<file path="src/rtl/nx_arb_pkg.sv">
// Shared arbitration types and the rotating priority encoder used by the nx_fifo
// write arbiter and the read-side schedulers.
package nx_arb_pkg;

    localparam int unsigned RR_MAX_REQ = 16;

    typedef enum logic [0:0] {
        ARB_IDLE,
        ARB_LOCKED
    } arb_state_e;

    // Rotate valid so ptr lands on bit 0, pick the lowest set bit, rotate the index back.
    function automatic int unsigned rr_pick(
        input logic [RR_MAX_REQ-1:0] valid,
        input logic [3:0]            ptr,
        input int unsigned           n
    );
        logic [RR_MAX_REQ-1:0] rot;
        logic [4:0]            src;
        logic [4:0]            dst;
        logic [3:0]            enc;
        logic                  hit;
        rot = '0;
        for (int unsigned i = 0; i < RR_MAX_REQ; i++) begin
            if (i < n) begin
                src = 5'(i) + {1'b0, ptr};
                if (src >= 5'(n)) begin
                    src = src - 5'(n);
                end
                rot[i] = valid[src[3:0]];
            end
        end
        enc = '0;
        hit = 1'b0;
        for (int unsigned i = 0; i < RR_MAX_REQ; i++) begin
            if (!hit && rot[i]) begin
                hit = 1'b1;
                enc = 4'(i);
            end
        end
        dst = {1'b0, enc} + {1'b0, ptr};
        if (dst >= 5'(n)) begin
            dst = dst - 5'(n);
        end
        return 32'(dst);
    endfunction

endpackage

</file>
<file path="src/rtl/nx_rr_pick_comb.sv">
// Combinational round-robin pick: first valid requester at or after ptr, wrapping.
module nx_rr_pick_comb
    import nx_arb_pkg::*;
#(
    parameter int unsigned N_REQ = 4
) (
    input  logic [N_REQ-1:0]         valid,
    input  logic [$clog2(N_REQ)-1:0] ptr,
    output logic                     found,
    output logic [$clog2(N_REQ)-1:0] idx
);

    localparam int unsigned IW = $clog2(N_REQ);

    logic [RR_MAX_REQ-1:0] valid_ext;
    logic [3:0]            ptr_ext;
    int unsigned           pick;

    always_comb begin
        valid_ext = RR_MAX_REQ'(valid);
        ptr_ext   = 4'(ptr);
        pick      = rr_pick(valid_ext, ptr_ext, N_REQ);
        idx       = IW'(pick);
        found     = |valid;
    end

endmodule

</file>
<file path="src/rtl/nx_fifo_wr_arb.sv">
// Round-robin write arbiter with burst lock sharing one nx_fifo write port
// between N_REQ valid/ready/last producers.
module nx_fifo_wr_arb
    import nx_arb_pkg::*;
#(
    parameter int unsigned N_REQ     = 4,
    parameter int unsigned WIDTH     = 83,
    parameter int unsigned MAX_BURST = 8
) (
    input  logic                     clk,
    input  logic                     rst_n,
    input  logic                     clear,
    input  logic [N_REQ-1:0]         req_valid,
    input  logic [N_REQ-1:0]         req_last,
    input  logic [N_REQ*WIDTH-1:0]   req_data,
    output logic [N_REQ-1:0]         req_ready,
    input  logic                     fifo_full,
    output logic                     fifo_wen,
    output logic [WIDTH-1:0]         fifo_wdata,
    output logic                     busy,
    output logic [$clog2(N_REQ)-1:0] owner,
    output logic                     err_overflow
);

    localparam int unsigned IW = $clog2(N_REQ);
    localparam int unsigned CW = $clog2(MAX_BURST + 1);

    arb_state_e     state, state_nx;
    logic [IW-1:0]  rr_ptr, rr_ptr_nx;
    logic [IW-1:0]  owner_nx;
    logic [CW-1:0]  beat_cnt, beat_cnt_nx;
    logic           err_nx;

    logic           pick_found;
    logic [IW-1:0]  pick_idx;
    logic [IW-1:0]  gnt;
    logic           gnt_valid;
    logic           accept;
    logic           burst_end;
    logic [IW-1:0]  gnt_inc;

    nx_rr_pick_comb #(
        .N_REQ(N_REQ)
    ) u_pick (
        .valid(req_valid),
        .ptr  (rr_ptr),
        .found(pick_found),
        .idx  (pick_idx)
    );

    // Grant and accept; everything is gated by rst_n so outputs sit low during reset.
    always_comb begin
        gnt       = (state == ARB_IDLE) ? pick_idx : owner;
        gnt_valid = (state == ARB_IDLE) ? pick_found : 1'b1;
        accept    = rst_n & ~clear & ~fifo_full & gnt_valid & req_valid[gnt];
        if (state == ARB_IDLE) begin
            burst_end = req_last[gnt] | (MAX_BURST == 1);
        end else begin
            burst_end = req_last[gnt] | (beat_cnt == CW'(MAX_BURST - 1));
        end
        gnt_inc = (gnt == IW'(N_REQ - 1)) ? '0 : gnt + 1'b1;
    end

    always_comb begin
        req_ready  = '0;
        fifo_wdata = '0;
        for (int unsigned i = 0; i < N_REQ; i++) begin
            if (accept && gnt == IW'(i)) begin
                req_ready[i] = 1'b1;
                fifo_wdata   = req_data[i*WIDTH +: WIDTH];
            end
        end
        fifo_wen = accept;
        busy     = rst_n & (state == ARB_LOCKED);
    end

    always_comb begin
        state_nx    = state;
        rr_ptr_nx   = rr_ptr;
        owner_nx    = owner;
        beat_cnt_nx = beat_cnt;
        err_nx      = err_overflow | (fifo_wen & fifo_full);
        if (clear) begin
            state_nx    = ARB_IDLE;
            rr_ptr_nx   = '0;
            beat_cnt_nx = '0;
        end else if (accept) begin
            owner_nx = gnt;
            if (burst_end) begin
                state_nx    = ARB_IDLE;
                rr_ptr_nx   = gnt_inc;
                beat_cnt_nx = '0;
            end else if (state == ARB_IDLE) begin
                state_nx    = ARB_LOCKED;
                beat_cnt_nx = CW'(1);
            end else begin
                beat_cnt_nx = beat_cnt + 1'b1;
            end
        end
    end

    always_ff @(posedge clk or negedge rst_n) begin
        if (!rst_n) begin
            state        <= ARB_IDLE;
            rr_ptr       <= '0;
            owner        <= '0;
            beat_cnt     <= '0;
            err_overflow <= 1'b0;
        end else begin
            state        <= state_nx;
            rr_ptr       <= rr_ptr_nx;
            owner        <= owner_nx;
            beat_cnt     <= beat_cnt_nx;
            err_overflow <= err_nx;
        end
    end

endmodule

</file>
<file path="config.mk">
export PLATFORM = sky130hd
export DESIGN_NAME = nx_fifo_wr_arb
export DESIGN_NICKNAME = d
export VERILOG_FILES = /design/src/rtl/nx_arb_pkg.sv /design/src/rtl/nx_rr_pick_comb.sv /design/src/rtl/nx_fifo_wr_arb.sv
export SDC_FILE = /design/constraint.sdc
export NUM_CORES = 1
export LEC_CHECK = 0
export ABC_AREA = 1
export CORE_AREA = 2 2 172 174
export DETAILED_ROUTE_END_ITERATION = 8
export DIE_AREA = 0 0 174 176
export DONT_BUFFER_PORTS = 1
export SETUP_SLACK_MARGIN = 0.05
export SLEW_MARGIN = 20
export SYNTH_ARGS = -nofsm -noshare
export SYNTH_HDL_FRONTEND = slang
export SYNTH_SLANG_ARGS = --single-unit
</file>
<file path="constraint.sdc">
create_clock -name clk -period 5 [get_ports clk]
set_input_delay 1.25 -clock clk [delete_from_list [all_inputs] [get_ports clk]]
set_output_delay 1.25 -clock clk [all_outputs]
set_load 0.005 [all_outputs]
</file>
==> results of run 1 <==
-- metrics by stage --
| step | util | cell area, sq um | total power [W] |
|---|---|---|---|
| floorplan | - | 5260 | 0.00236 |
| global placement | 0.201 | 5740 | 0.00331 |
| detailed placement | 0.201 | 5740 | 0.00337 |
| CTS | 0.204 | 5820 | 0.00352 |
| global route | 0.219 | 6250 | 0.00462 |
| finish | 0.219 | 6250 | 0.00432 |
-- what timing repair did --
action                                  4_1_cts  5_1_grt
resized for setup                             0       21
buffers inserted                              0       12
endpoints found under the setup margin        0       83
-- Yosys cell counts, types with 2 or more instances --
cell / count
buf_2: 58
dfrtp_1: 10
buf_6: 2
ha_1: 8
nand2_1: 371
inv_2: 6
o21ai_1: 4
o21ai_0: 5
nand3_2: 3
buf_1: 2
inv_1: 179
nor3_1: 3
a21oi_1: 2
buf_4: 6
nand2_4: 3
nand3_1: 105
nor2_1: 5
clkbuf_1: 43
nand4_1: 249
-- registers in the layout (all words and copies together) (netlist names) --
| signal | count |
|---|---|
| beat_cnt | 4 |
| err_overflow | 1 |
| owner | 2 |
| rr_ptr | 2 |
| state | 1 |
-- layout make-up --
| cell class | count | area (sq um) |
|---|---|---|
| Antenna cell | 3 | 7.51 |
| Clock buffer | 3 | 75.1 |
| Fill cell | 3237 | 22300 |
| Inverter | 185 | 699 |
| Multi-Input combinational cell | 767 | 3880 |
| Sequential cell | 10 | 253 |
| Tap cell | 384 | 480 |
| Timing Repair Buffer | 58 | 861 |
-- logic make-up (layout without fill, tap and decap cells) --
| group | count (synthesis) | in the layout | synth area share |
|---|---|---|---|
| xor+xnor | 1 | 1 | 0.00167 |
| simple gates | 742 | 743 | 0.684 |
| compound gates | 15 | 15 | 0.0157 |
| flops | 10 | 10 | 0.0476 |
| other cells | 0 | 3 | 0 |
| fa+ha+maj | 8 | 8 | 0.0190 |
| buf+inv | 296 | 246 | 0.232 |
-- worst paths after layout --
path / start / endpoint / slack [ns] / cells after the start
hold / removal: err_overflow$_DFF_PN0_ / err_overflow$_DFF_PN0_ / 0.40 / 0
max in group asynchronous: rst_n / rr_ptr[1]$_DFFE_PN0P_ / 4.21 / 0
hold reg to reg: err_overflow$_DFF_PN0_ / err_overflow$_DFF_PN0_ / 0.40 / 0
setup / recovery: req_valid[0] / fifo_wdata[61] / 0.15 / 20
min in group asynchronous: rst_n / err_overflow$_DFF_PN0_ / 0.71 / 0
setup reg to reg: rr_ptr[0]$_DFFE_PN0P_ / beat_cnt[2]$_DFFE_PN0P_ / 1.46 / 22
-- routing by layer --
layer,vias to the layer above,global-route usage,wire length (microns)
li1,3479,-,-
met1,3262,0.158,9780
met2,501,0.240,12300
met3,83,0.0183,2080
met4,0,0.0585,1240
met5,-,0,0
-- power breakdown --
group          switching (W)  internal (W)  total, W
combinational        0.00260       0.00144   0.00404
clock              0.0000334      0.000103  0.000137
sequential         0.0000412      0.000104  0.000145
-- worst max-delay path, stage by stage --
cell	delay, ns
nand2_1	0.07
nand3_1	0.09
nand3_1	0.09
nand2_1	0.07
inv_2	0.06
nand2_1	0.04
o22ai_1	0.11
ha_2	0.20
xnor2_1	0.13
inv_1	0.06
nand3_1	0.09
nand3_2	0.12
nand2_4	0.12
buf_12	0.12
ha_1	0.19
nand3_4	0.11
inv_2	0.12
buf_12	0.21
nand2_1	0.17
nand2_1	0.12
==> metrics.txt, run 1 <==
Post-DRT Antenna Nets 0; Initial Util 0.184; Max VDD drop 0.638 mV; first-iteration detailed-routing DRC count 526; Pre-antenna DRT Iters 7; EDFF count, synth 0; Synth Register Bits 10; die width 174 microns; Final HPWL DP 18200 microns; Slew Viols, Final 0; status finished, final reports clean; CP required 3.75 ns; total of warnings raised by yosys 0; Syn Inst Count 1072; Critical Path Start Type input port; io pins 436; Final WS setup 0.148 ns; most frequent cells in the layout nand2_1, nand4_1, inv_1, nand3_1, buf_4; routed len/inst 18.0 microns; Setup Skew 0.00416 ns; Hold Fails Final Rpt 0; worst hold slack 0.399 ns; Tot GR Track Use 0.134; initial antenna violation count 3; DRT Wirelength 25400 microns; fin crit period 4.85 ns; crit end category output port; ranking of synthesized cells by area nand4_1, nand2_1, inv_1; syn nets 1424; total of max-cap violations 0; vias in the first global route 6203; ys flop type dfrtp_1; Nets 1377; fin cells 1410; deepest clock path buffer count 2; CTS root buf clkbuf_16; Peak Freq 206 MHz; Worst Path Class, Setup in2out; share of cells above drive strength 1 0.0870; pre-CTS setup slack 0.0731 ns; Slew @ Worst Pin 0.382 ns; sequential element share of the synthesized area 0.0476; setup_tns 0 ns; post-synth cell types 27; PD cells 690 mW/mm^2; total CTS buffers 3; DIE AREA 0.0306 sq mm; post-placement cell count 1382; Async SR Flop Fraction 1.00; Die Y 176 microns; largest net degree at the start of global routing 97; DRC viols 0; CP arrival 3.60 ns; area grow syn2layout 19.0%; critical path peak fanout 45; site row count 62; Placer Congestion 0.915; CTS Hold Buffers Added 0; clock slew at reported path FFs 0.04 ns; Avg Inst Size Synth 4.90 sq um; CTS tree yes; GRT overflow 0; Vias/cell 5.20; Hold Path Class reg2reg; H-tree levels 1; first-pass GRT wire length 33200 microns; Clock Sinks 10; top-area cell type share of the netlist area 0.296; Vias 7325; Final period util 0.970; mapped cell area 0.00526 sq mm; Setup-failing EPs final 0; core area 0.0285 sq mm; leakage 3.42 nW; most common cell after layout, fill and taps aside nand2_1; relative slew slack 0.745; Clk Latency, worst-skew pair 0.23 ns; IO buf count 0; unrepaired setup endpoints after global routing yes; dominant cell type by area after synthesis nand4_1
(Power assumes the default switching activity.)
==> run 2, diff against run 1 <==
--- a/config.mk
+++ b/config.mk
@@ -6,10 +6,9 @@
 export NUM_CORES = 1
 export LEC_CHECK = 0
 export ABC_AREA = 1
-export CORE_AREA = 2 2 172 174
+export CORE_AREA = 2 2 171 173
 export DETAILED_ROUTE_END_ITERATION = 8
-export DIE_AREA = 0 0 174 176
-export DONT_BUFFER_PORTS = 1
+export DIE_AREA = 0 0 173 175
 export SETUP_SLACK_MARGIN = 0.05
 export SLEW_MARGIN = 20
 export SYNTH_ARGS = -nofsm -noshare
==> run 2 against run 1 <==
  * The flow now finishes with violations (negative setup slack)
  * First-iteration DRC count is 15% higher
  * Count of clock-buffer cells in the layout is 1 higher
  * Non-clock buffer count is 574 higher
  * Critical path depth is 5 higher
  * Wire length is 48% higher
  * Sequential power is 11% lower
  * Hold slack worse by 0.030 ns
  * Clock power is 15% higher
  * Register-to-register slack worse by 0.09 ns
  * Maximum frequency is 5.0% lower
  * Die area is 1.1% lower
  * Largest power group unchanged
==> metrics.txt, run 2 (synthesis gave the netlist of run 1 again) <==
status finished with violations; failing checks negative setup slack; setup_tns -2.83 ns (-2.83 ns); Worst Path Class, Setup in2out; Reg area 250 sq um (-0.99%); Largest regs beat_cnt (4), owner (2), rr_ptr (2); Nets 1950 (+42%); Critical Path Start Type input port; die width 173 microns (-0.57%); CP required 3.75 ns (about the same); largest net degree at the start of global routing 42 (-57%); H-tree levels 1 (unchanged); DIE AREA 0.0303 sq mm (-1.1%); Largest Register beat_cnt; leakage 6.55 nW (+91%); most frequent cells in the layout clkdlybuf4s50_1, nand4_1, nand2_1, inv_1, nand2_2; routed len/inst 19.0 microns (+5.4%); Final period util 1.02 (+0.0512); vias in the first global route 9436 (+52%); first-iteration detailed-routing DRC count 607 (+15%); Vias/cell 4.87 (-6.3%); share of cells above drive strength 1 0.317 (+0.230); met2 WL post-DR 19300 microns (+57%); crit end category output port; Post-DRT Antenna Nets 0 (unchanged); area grow syn2layout 147%; pre-CTS setup slack -0.809 ns (-0.882 ns); Largest register FFs 4 (unchanged); Peak Freq 196 MHz (-5.0%); Initial Util 0.185 (+0.00101); relative slew slack 0.758 (+0.0125); Hold Fails Final Rpt 0 (unchanged); Hold Path Class reg2reg; Setup-failing EPs final 47 (+47); PD cells 589 mW/mm^2 (-15%); Die Y 175 microns (-0.57%); GRT overflow 0 (unchanged); site row count 62 (unchanged); total of max-cap violations 0 (unchanged); critical path peak fanout 7 (-84%); core area 0.0284 sq mm (-0.54%); unrepaired setup endpoints after global routing yes; clock slew at reported path FFs 0.04 ns (about the same); Multi-input gate area 0.00448 sq mm (+16%); Vias 9651 (+32%); io pins 436 (unchanged); utilization after layout 0.458 (+0.239); routed wl met3 2340 microns (+12%); Metal-1 WL 14500 microns (+48%); Final WS setup -0.108 ns (-0.256 ns); total CTS buffers 3 (unchanged); Clk Latency, worst-skew pair 0.24 ns (about the same); IO buf count 435 (+435); CTS tree yes; fin crit period 5.11 ns (+0.256 ns); CTS root buf clkbuf_16; CP arrival 3.86 ns (+0.26 ns); Placer Congestion 0.909 (-0.72%); Final HPWL DP 23500 microns (+29%); Max VDD drop 0.383 mV (-40%); first-pass GRT wire length 52800 microns (+59%); Fill cells 2893 (-11%); worst hold slack 0.370 ns (-0.0296 ns); Tot GR Track Use 0.220 (+0.0869); DRC viols 0 (unchanged); Slew Viols, Final 0 (unchanged); DRT Wirelength 37700 microns (+48%); most common cell after layout, fill and taps aside clkdlybuf4s50_1; Setup Skew 0.00209 ns (-0.00207 ns); Pre-antenna DRT Iters 5 (-2); Slew @ Worst Pin 0.363 ns (-0.0187 ns); Clock Sinks 10 (unchanged); Max Used Layer met4; deepest clock path buffer count 2 (unchanged); final total power 0.00766 W (+77%); initial antenna violation count 2 (-1)
run 2: layout make-up:
| class | instances | share of cell area |
|---|---|---|
| Inverter | 185 | 0.0549 |
| Tap cell | 384 | 0.0370 |
| Sequential cell | 10 | 0.0193 |
| Timing Repair Buffer | 632 | 0.537 |
| Antenna cell | 2 | 0.000385 |
| Clock buffer | 4 | 0.00683 |
| Multi-Input combinational cell | 766 | 0.345 |
run 2: stage by stage:
step                      cells  instance area, sq um
after floorplan            1072                  5260
after global placement     1860                 10600
after detailed placement   1860                 10600
after CTS                  1936                 12000
after global routing       1982                 13000
final                      1983                 13000
run 2: path summary, 6_finish.rpt:
kind,startpoint,cells after the start,to,slack (ns)
min in group asynchronous,rst_n,2,owner[0]$_DFFE_PN0P_,1.34
setup / recovery,req_valid[2],25,fifo_wdata[68],-0.11
hold / removal,err_overflow$_DFF_PN0_,0,err_overflow$_DFF_PN0_,0.37
hold reg to reg,err_overflow$_DFF_PN0_,0,err_overflow$_DFF_PN0_,0.37
max in group asynchronous,rst_n,2,err_overflow$_DFF_PN0_,3.52
setup reg to reg,rr_ptr[0]$_DFFE_PN0P_,28,state$_DFFE_PN0P_,1.37
run 2: power breakdown:
part           switching (W)  total [W]  leakage, nW  internal [W]
clock              0.0000381   0.000158       0.0442      0.000120
sequential         0.0000260   0.000129        0.133      0.000103
combinational        0.00353    0.00737         6.37       0.00384
total                0.00360    0.00766         6.55       0.00406
run 2: what timing repair did:
action	in CTS	in global routing
cloned	22	12
setup buffers	52	40
hold buffers	0	0
hold endpoints to repair	0	0
endpoints found under the setup margin	88	88
pin swaps	56	122
resized for setup	384	306
run 2: routing by layer:
| layer | global-route usage | vias up |
|---|---|---|
| met5 | 0 | - |
| met3 | 0.0337 | 75 |
| met4 | 0.0989 | 0 |
| met1 | 0.249 | 4481 |
| met2 | 0.408 | 445 |
| li1 | - | 4650 |
run 2: worst max-delay path: stages:
cell and delay [ns]:
buf_6 0.08, nand2_2 0.06, nand3_2 0.08, nand3_2 0.09, buf_4 0.14, o22ai_2 0.15, ha_2 0.21, xnor2_2 0.13
inv_1 0.09, nand3_2 0.09, nand3_4 0.09, nand2_4 0.12, nand2_4 0.08, nand2_8 0.08, buf_6 0.10, nand3_4 0.11
buf_12 0.17, buf_12 0.13, buf_16 0.13, buf_8 0.13, nand2_4 0.05, inv_2 0.03, nand2_2 0.04, nand2_1 0.06
buf_2 0.13
